$ cat src/rtl/imem_loader.sv
// Serial program loader: parses A5/N/data/checksum frames from a byte stream into
// instruction-memory writes and holds the CPU stalled until a verified program is resident.
module imem_loader (
   input  logic        clk,
   input  logic        rst,
   input  logic [7:0]  rx_data,
   input  logic        rx_valid,
   output logic        rx_ready,
   input  logic        reload_en,
   output logic        imem_we,
   output logic [7:0]  imem_addr,
   output logic [31:0] imem_wdata,
   output logic        cpu_hold,
   output logic        done,
   output logic        err
);

   localparam logic [7:0] HEADER = 8'hA5;

   typedef enum logic [2:0] {
      S_IDLE,
      S_CNT,
      S_DATA,
      S_CSUM,
      S_DONE,
      S_ERR
   } state_t;

   state_t      state, state_next;
   logic [7:0]  word_cnt;
   logic [7:0]  word_idx;
   logic [1:0]  byte_idx;
   logic [23:0] asm_q;
   logic [7:0]  csum;
   logic        accept;
   logic        last_byte_of_word;
   logic        last_word;

   assign accept            = rx_valid & rx_ready;
   assign last_byte_of_word = (byte_idx == 2'd3);
   assign last_word         = (word_idx == word_cnt - 8'd1);

   // Status is a pure function of state, so it flips on the same edge as the transition.
   assign cpu_hold = (state != S_DONE);
   assign done     = (state == S_DONE);
   assign err      = (state == S_ERR);

   // NOTE: every signal driven here gets a default first, so no path leaves it unassigned and no latch is inferred.
   always_comb begin
      rx_ready   = 1'b0;
      state_next = state;
      if (!rst) begin
         rx_ready = (state == S_DONE) ? reload_en : 1'b1;
      end
      if (accept) begin
         case (state)
            S_IDLE: if (rx_data == HEADER) state_next = S_CNT;
            S_CNT:  state_next = (rx_data == 8'd0) ? S_ERR : S_DATA;
            S_DATA: if (last_byte_of_word && last_word) state_next = S_CSUM;
            S_CSUM: state_next = (rx_data == csum) ? S_DONE : S_ERR;
            S_DONE: if (rx_data == HEADER) state_next = S_CNT;
            S_ERR:  if (rx_data == HEADER) state_next = S_CNT;
            default: state_next = S_IDLE;
         endcase
      end
   end

   // NOTE: sequential state uses non-blocking assignments so every register samples pre-edge values.
   always_ff @(posedge clk or posedge rst) begin
      if (rst) state <= S_IDLE;
      else     state <= state_next;
   end

   always_ff @(posedge clk or posedge rst) begin
      if (rst) begin
         word_cnt   <= 8'd0;
         word_idx   <= 8'd0;
         byte_idx   <= 2'd0;
         asm_q      <= 24'd0;
         csum       <= 8'd0;
         imem_we    <= 1'b0;
         imem_addr  <= 8'd0;
         imem_wdata <= 32'd0;
      end else begin
         imem_we <= 1'b0;
         if (accept) begin
            case (state)
               S_CNT: begin
                  word_cnt <= rx_data;
                  word_idx <= 8'd0;
                  byte_idx <= 2'd0;
                  csum     <= 8'd0;
               end
               S_DATA: begin
                  // The assembly register is separate from imem_wdata, so bytes can stream without a stall.
                  asm_q    <= {asm_q[15:0], rx_data};
                  csum     <= csum ^ rx_data;
                  byte_idx <= byte_idx + 2'd1;
                  if (last_byte_of_word) begin
                     imem_we    <= 1'b1;
                     imem_addr  <= word_idx;
                     imem_wdata <= {asm_q, rx_data};
                     word_idx   <= word_idx + 8'd1;
                  end
               end
               default: ;
            endcase
         end
      end
   end

endmodule
$ cat config.mk
export PLATFORM = sky130hd
export DESIGN_NAME = imem_loader
export DESIGN_NICKNAME = d
export VERILOG_FILES = /design/src/rtl/imem_loader.sv
export SDC_FILE = /design/constraint.sdc
export NUM_CORES = 1
export LEC_CHECK = 0
export CORE_MARGIN = 3
export CORE_UTILIZATION = 30
export DETAILED_ROUTE_END_ITERATION = 12
export GPL_TIMING_DRIVEN = 0
export PLACE_DENSITY = 0.56
export SYNTH_ARGS = -nofsm -noshare
export SYNTH_HDL_FRONTEND = slang
export SYNTH_SLANG_ARGS = --single-unit
$ cat constraint.sdc
create_clock -name clk -period 3.1 [get_ports clk]
set_clock_uncertainty 0.05 [all_clocks]
set_input_delay 0.31 -clock clk [delete_from_list [all_inputs] [get_ports clk]]
set_output_delay 0.31 -clock clk [all_outputs]
set_load 0.02 [all_outputs]
==> results of run 1 <==
## sequential cells by signal, indices dropped and copies added (netlist names)
name	flops
word_cnt	8
state	3
byte_idx	2
imem_we	1
imem_addr	8
csum	8
imem_wdata	32
word_idx	8
asm_q	24
## final cells by class
class | count | area [um2]
Inverter | 9 | 37.5
Buffer | 19 | 81.3
Tap cell | 176 | 220
Sequential cell | 94 | 2350
Clock inverter | 6 | 67.6
Fill cell | 1367 | 8100
Clock buffer | 10 | 229
Multi-Input combinational cell | 332 | 1670
Timing Repair Buffer | 57 | 591
## cell usage after synthesis (2+ instances only)
library cell / number / area share [%]
nor4_1: 3 / 0.45
nor2_1: 22 / 2.0
mux2_2: 7 / 1.9
a21oi_1: 5 / 0.61
inv_1: 8 / 0.73
nor2b_1: 2 / 0.30
nand2_1: 201 / 18
nand3_1: 2 / 0.24
and2_1: 2 / 0.30
o211ai_1: 2 / 0.36
nor3_1: 2 / 0.24
buf_2: 2 / 0.24
xor2_1: 12 / 2.5
o21ai_0: 22 / 2.7
nand4_1: 5 / 0.76
xnor2_1: 9 / 1.9
clkbuf_1: 16 / 1.5
ha_1: 3 / 0.91
or3b_2: 3 / 0.64
or4_1: 2 / 0.36
and3_1: 2 / 0.30
nand2b_1: 4 / 0.61
dfrtp_1: 94 / 57
## cell families (layout without fill, tap and decap cells)
| group | after synthesis | after routing |
|---|---|---|
| compound gates | 42 | 42 |
| xor+xnor | 21 | 21 |
| fa+ha+maj | 3 | 3 |
| buf+inv | 28 | 101 |
| flops | 94 | 94 |
| mux | 7 | 7 |
| simple gates | 259 | 259 |
## worst max path at each step
stage               startpoint          end  slack (ns)  cells after the start
global route               rst  word_cnt[1]        0.12                      8
floorplan                  rst  word_cnt[0]        0.45                      5
finish                     rst  word_cnt[0]        0.47                      7
CTS                        rst  word_cnt[0]        0.11                      7
detailed placement         rst  word_cnt[0]       -0.25                      7
global placement           rst  word_cnt[1]       -0.94                      7
## cell usage in the layout (no fill, tap or decap), drive strengths merged, types with 2 or more instances in the layout
master         instances
nand2                201
dfrtp                 94
clkdlybuf4s50         55
clkbuf                26
nor2                  22
o21ai                 22
xor2                  12
xnor2                  9
inv                    9
mux2                   7
nand4                  5
a21oi                  5
buf                    5
nand2b                 4
or3b                   4
nor4                   3
clkinvlp               3
ha                     3
or4                    3
o211ai                 3
nor2b                  2
and2                   2
nand3                  2
and3                   2
clkinv                 2
nor3                   2
## stage by stage
step	instances	setup TNS, ns	worst slack, ns	utilization [%]	total power [mW]
finish	703	0	0.474	39.3	4.54
CTS	703	0	0.113	39.3	4.60
detailed placement	687	-1.95	-0.247	37.1	3.47
floorplan	454	0	0.448	-	2.80
global route	703	0	0.121	39.3	4.87
global placement	685	-12.79	-0.937	36.8	3.42
## layer usage
metal | vias to the layer above | GRT usage, % | part of all wire (%)
li1 | 1607 | - | -
met1 | 1551 | 18.6 | 47
met2 | 52 | 21.8 | 47
met3 | 15 | 3.16 | 4.0
met4 | 0 | 5.19 | 1.8
met5 | - | 0 | 0
## worst register-to-register path, delay by kind of cell (launching register included)
family	cells	cell delay (ns)
and+or+nand+nor	5	1.06
DFF	1	0.45
buffers and inverters	3	0.78
## where the power goes
part           switching [mW]  total (mW)  internal, mW
clock network           0.486        1.12         0.630
registers               0.304        1.97          1.66
logic                   0.794        1.46         0.663
total                    1.58        4.54          2.96
## what timing repair did
action,4_1_cts,5_1_grt
endpoints found under the setup margin,0,8
resized for setup,0,1
hold buffers,0,0
buffers inserted,0,0
==> results.yml, run 1 <==
synth:
  synth_top_family_by_area: "simple AND/OR/NAND/NOR gates"
  ys_seq_elements: 94
  postSynth.asyncResetShare_pct: 100
  synth_xor_area_share_pct: 4.45
  yosys.area_share.simple_pct: 26.4
  synth.distinct_cells: 47
  synth_adder_area_share_pct: 0.908
  synth_mux_area_share_pct: 1.91
  syn_area_per_cell_um2: 9.11
  syn_area_um2: 4140
  yosys_warnings: 0
  ys_seq_area_share_pct: 56.9
  synth_edf_count: 0
  synth_flop_cell: "dfrtp_1"
  syn_nets: 469
  synth_compound_area_share_pct: 6.69
  synth_cells: 454
hold_path:
  hold_start: "rx_data[7]"
  min_to: "imem_wdata[7]"
  worst_hold_path_type: "primary input to register"
  min_path_cells: 3
timing:
  setup_viol: 0
  final_max_slew_viol_count: 0
  worst_slew_pin_slew_ns: 0.767
  rsz0062_at_grt: "false"
  hold_viol: 0
  min_period_over_period_pct: 84.7
  max_freq_ghz: 0.381
  timing.slew.headroom_pct: 48.8
  period_needed_ns: 2.63
  fin_hold_ws_ns: 0.334
global_route:
  grt_pass1_vias: 3230
  grt_start_max_net_pins: 34
  grt_overflow: 0
  grt_pass1_wl_mm: 16.3
  antenna_found_initial: 0
  groute.usage.overall_pct: 13.8
floorplan:
  dieHeight_um: 123
  rows: 42
  dieArea_um2: 15200
  dieWidth_um: 123
  core-area_um2: 13300
  start_util_pct: 31.0
  io_pins: 57
clock_tree:
  htree_levels: 3
  clockRootBuffer: "clkbuf_16"
  clock_sinks: 94
  cts.reportedPaths.clkPinSlew_ns: 0.07
  numCtsBuffers: 9
  cts_tree: "done"
  clock_path_buffers: 2
  clock_latency_ns: 0.35
place:
  postPlaceCellArea_um2: 4950
  io_buffers: 55
  hpwl_mm: 6.99
  gp_congestion: 0.801
final_layout:
  finalInstanceArea_um2: 5250
  nets: 537
  syn_to_final_growth_pct: 27.0
  drive_gt1_share_pct: 7.21
  n_antenna_cell: 0
flow_run:
  cap_violations: 0
route:
  ant_nets: 0
  first_pass_iters: 4
  first_iter_violations: 198
  wl_mm: 9.81
  vias: 3225
  wl_per_cell_um: 13.9
  vias_per_cell: 4.59
  drc: 0
pwr:
  ir_worst_vdd_uv: 355
  leakagePower_nw: 2.48
  power_density_nw_per_um2: 865
setup_path:
  reg2reg_from: "state[2]"
  path_cells: "clkdlybuf4s50_1 -> clkinvlp_4 -> buf_12 -> nand2_1 -> nor3_2 -> clkbuf_1 -> o21ai_0"
  crit_fanout: 33
  cp_num_buf_inv: 4
  arrival_ns: 2.79
  r2r_slack_ns: 0.71
  slowest_stage: "clkinvlp_4"
  crit_path_max_incr_delay_ns: 0.58
  path_class: "primary input to register"
  worstRegToRegCells: 8
  endpoint_kind: "register"
  worstReg2RegEnd: "imem_wdata[0]"
  startpoint_type: "primary input"
  crit_family: "buffers and inverters"
  cp.required_ns: 3.27
status:
  status: "finished, final reports clean"
Power figures use the tool's default switching activity.
==> run 2: changes to the inputs <==
- PLACE_DENSITY: 0.56 -> 0.58
- clock period: 3.1 -> 2.2 ns (I/O delays scaled with it)
==> results.yml, run 2 (same netlist as run 1, synthesis figures left out) <==
floorplan:
  dieWidth_um: 123
  dieHeight_um: 123
  io_pins: 57
  rows: 42
  start_util_pct: 31.0
  dieArea_um2: 15200
  core-area_um2: 13300
setup_path:
  reg2reg_from: "word_cnt[0]"
  crit_fanout: 3
  endpoint_kind: "register"
  crit_path_max_incr_delay_ns: 0.44
  slowest_stage: "or4_4"
  path_class: "register to register"
  startpoint_type: "register"
  worstReg2RegEnd: "state[0]"
  cp.required_ns: 2.41
  arrival_ns: 2.42
  r2r_slack_ns: -0.01
  crit_family: "simple AND/OR/NAND/NOR gates"
  cp_num_buf_inv: 1
  path_cells: "inv_2 -> ha_4 -> or3b_4 -> or4_4 -> a211oi_4 -> o211ai_2 -> a221oi_2"
  worstRegToRegCells: 7
clock_tree:
  clock_latency_ns: 0.35
  clock_path_buffers: 2
  htree_levels: 3
  cts.reportedPaths.clkPinSlew_ns: 0.08
  clockRootBuffer: "clkbuf_16"
  numCtsBuffers: 9
  cts_tree: "done"
  clock_sinks: 94
  hold_buffers: 0
timing:
  hold_viol: 0
  fin_hold_ws_ns: 0.0296
  setup_viol: 1
  period_needed_ns: 2.21
  worst_slew_pin_slew_ns: 0.618
  timing.slew.headroom_pct: 58.7
  min_period_over_period_pct: 100
  final_max_slew_viol_count: 0
  max_freq_ghz: 0.452
  rsz0062_at_grt: "true"
  finalWorstSetupSlack_ns: -0.0102
route:
  vias_per_cell: 4.67
  vias: 3305
  dr.max_layer_used: "met4"
  wl_met3_um: 471
  first_pass_iters: 4
  ant_nets: 0
  met2_length_mm: 4.82
  drc: 0
  wirelength_met1_mm: 4.51
  wl_mm: 10.0
  first_iter_violations: 187
  wl_per_cell_um: 14.2
final_layout:
  nets: 541
  num-fill-cells: 1343
  syn_to_final_growth_pct: 29.0
  top_register: "imem_wdata"
  mostFrequentLayoutCells: "201 x nand2_1, 94 x dfrtp_1, 51 x clkdlybuf4s50_1"
  reg_top3: "imem_wdata x32, asm_q x24"
  largest_reg_flops: 32
  drive_gt1_share_pct: 11.3
  n_antenna_cell: 0
  layout_commonest_cell: "nand2_1"
place:
  gp_congestion: 0.843
  hpwl_mm: 7.04
  place_ws_ns: -0.546
  io_buffers: 55
global_route:
  grt_overflow: 0
  grt_start_max_net_pins: 43
  groute.usage.overall_pct: 14.2
  antenna_found_initial: 0
  grt_pass1_vias: 3358
  grt_pass1_wl_mm: 16.7
pwr:
  design_power_total_mw: 6.43
  ir_worst_vdd_uv: 572
  power_density_nw_per_um2: 1200
  leakagePower_nw: 2.56
hold_path:
  worst_hold_path_type: "primary input to asynchronous set/reset pin"
status:
  status: "finished, violations left"
  violations: "setup timing"
flow_run:
  cap_violations: 0
==> run 2: cell count changes in the layout (fill, tap and decap cells not counted), moves of 2 or more <==
cell,delta
clkbuf_1,-8
inv_1,-2
clkinv_4,+2
dlygate4sd2_1,+2
inv_8,+2
inv_6,-2
clkinv_8,+2
clkbuf_2,+6
clkdlybuf4s50_1,-4
inv_2,+2
buf_4,+3
==> run 2: layout make-up <==
type | instances | area (um2) | share of cell area [%]
tap | 176 | 220 | 4.13
clock buffer | 9 | 225 | 4.22
buffer | 19 | 92.6 | 1.74
inverter | 9 | 37.5 | 0.704
multi-input combinational | 332 | 1710 | 32.1
timing repair inverter | 1 | 5.00 | 0.0938
clock inverter | 7 | 80.1 | 1.50
timing repair buffer | 60 | 608 | 11.4
sequential | 94 | 2350 | 44.1
==> run 2: worst max-delay path by stage <==
stage	from	to	slack, ns	cells after the start
after floorplan	rst	word_cnt[0]	-0.29	6
after global placement	rst	word_cnt[0]	-1.65	7
after detailed placement	rst	word_cnt[1]	-0.55	8
after CTS	state[1]	rx_ready	-0.006	5
after global routing	word_cnt[0]	state[0]	-0.12	7
final	word_cnt[0]	state[0]	-0.01	7
==> run 2: power by group <==
group | total, mW | internal [mW] | switching (mW) | leakage (nW)
registers | 2.79 | 2.34 | 0.443 | 1.22
clock network | 1.55 | 0.806 | 0.747 | 0.145
logic | 2.09 | 0.955 | 1.13 | 1.19
total | 6.43 | 4.11 | 2.32 | 2.56
==> run 2: layer usage <==
layer | track usage (%) | vias up
met5 | 0 | -
met4 | 5.67 | 0
met3 | 3.66 | 16
met2 | 22.3 | 79
met1 | 18.7 | 1601
li1 | - | 1609
==> run 2: what timing repair did <==
item,in CTS,in global routing
gates cloned,1,0
gates resized for setup,18,8
setup endpoints to repair,58,46
buffers inserted,3,0
pin swaps,5,1
==> run 2: through the flow <==
stage / area, um2 / util, % / cells / TNS [ns]
after global placement: 4920 / 36.8 / 685 / -57.90
after global routing: 5340 / 40.0 / 707 / -0.154
after detailed placement: 4960 / 37.1 / 687 / -16.71
final: 5340 / 40.0 / 707 / -0.0102
after floorplan: 4150 / - / 454 / -3.70
after CTS: 5330 / 39.9 / 707 / -0.00560
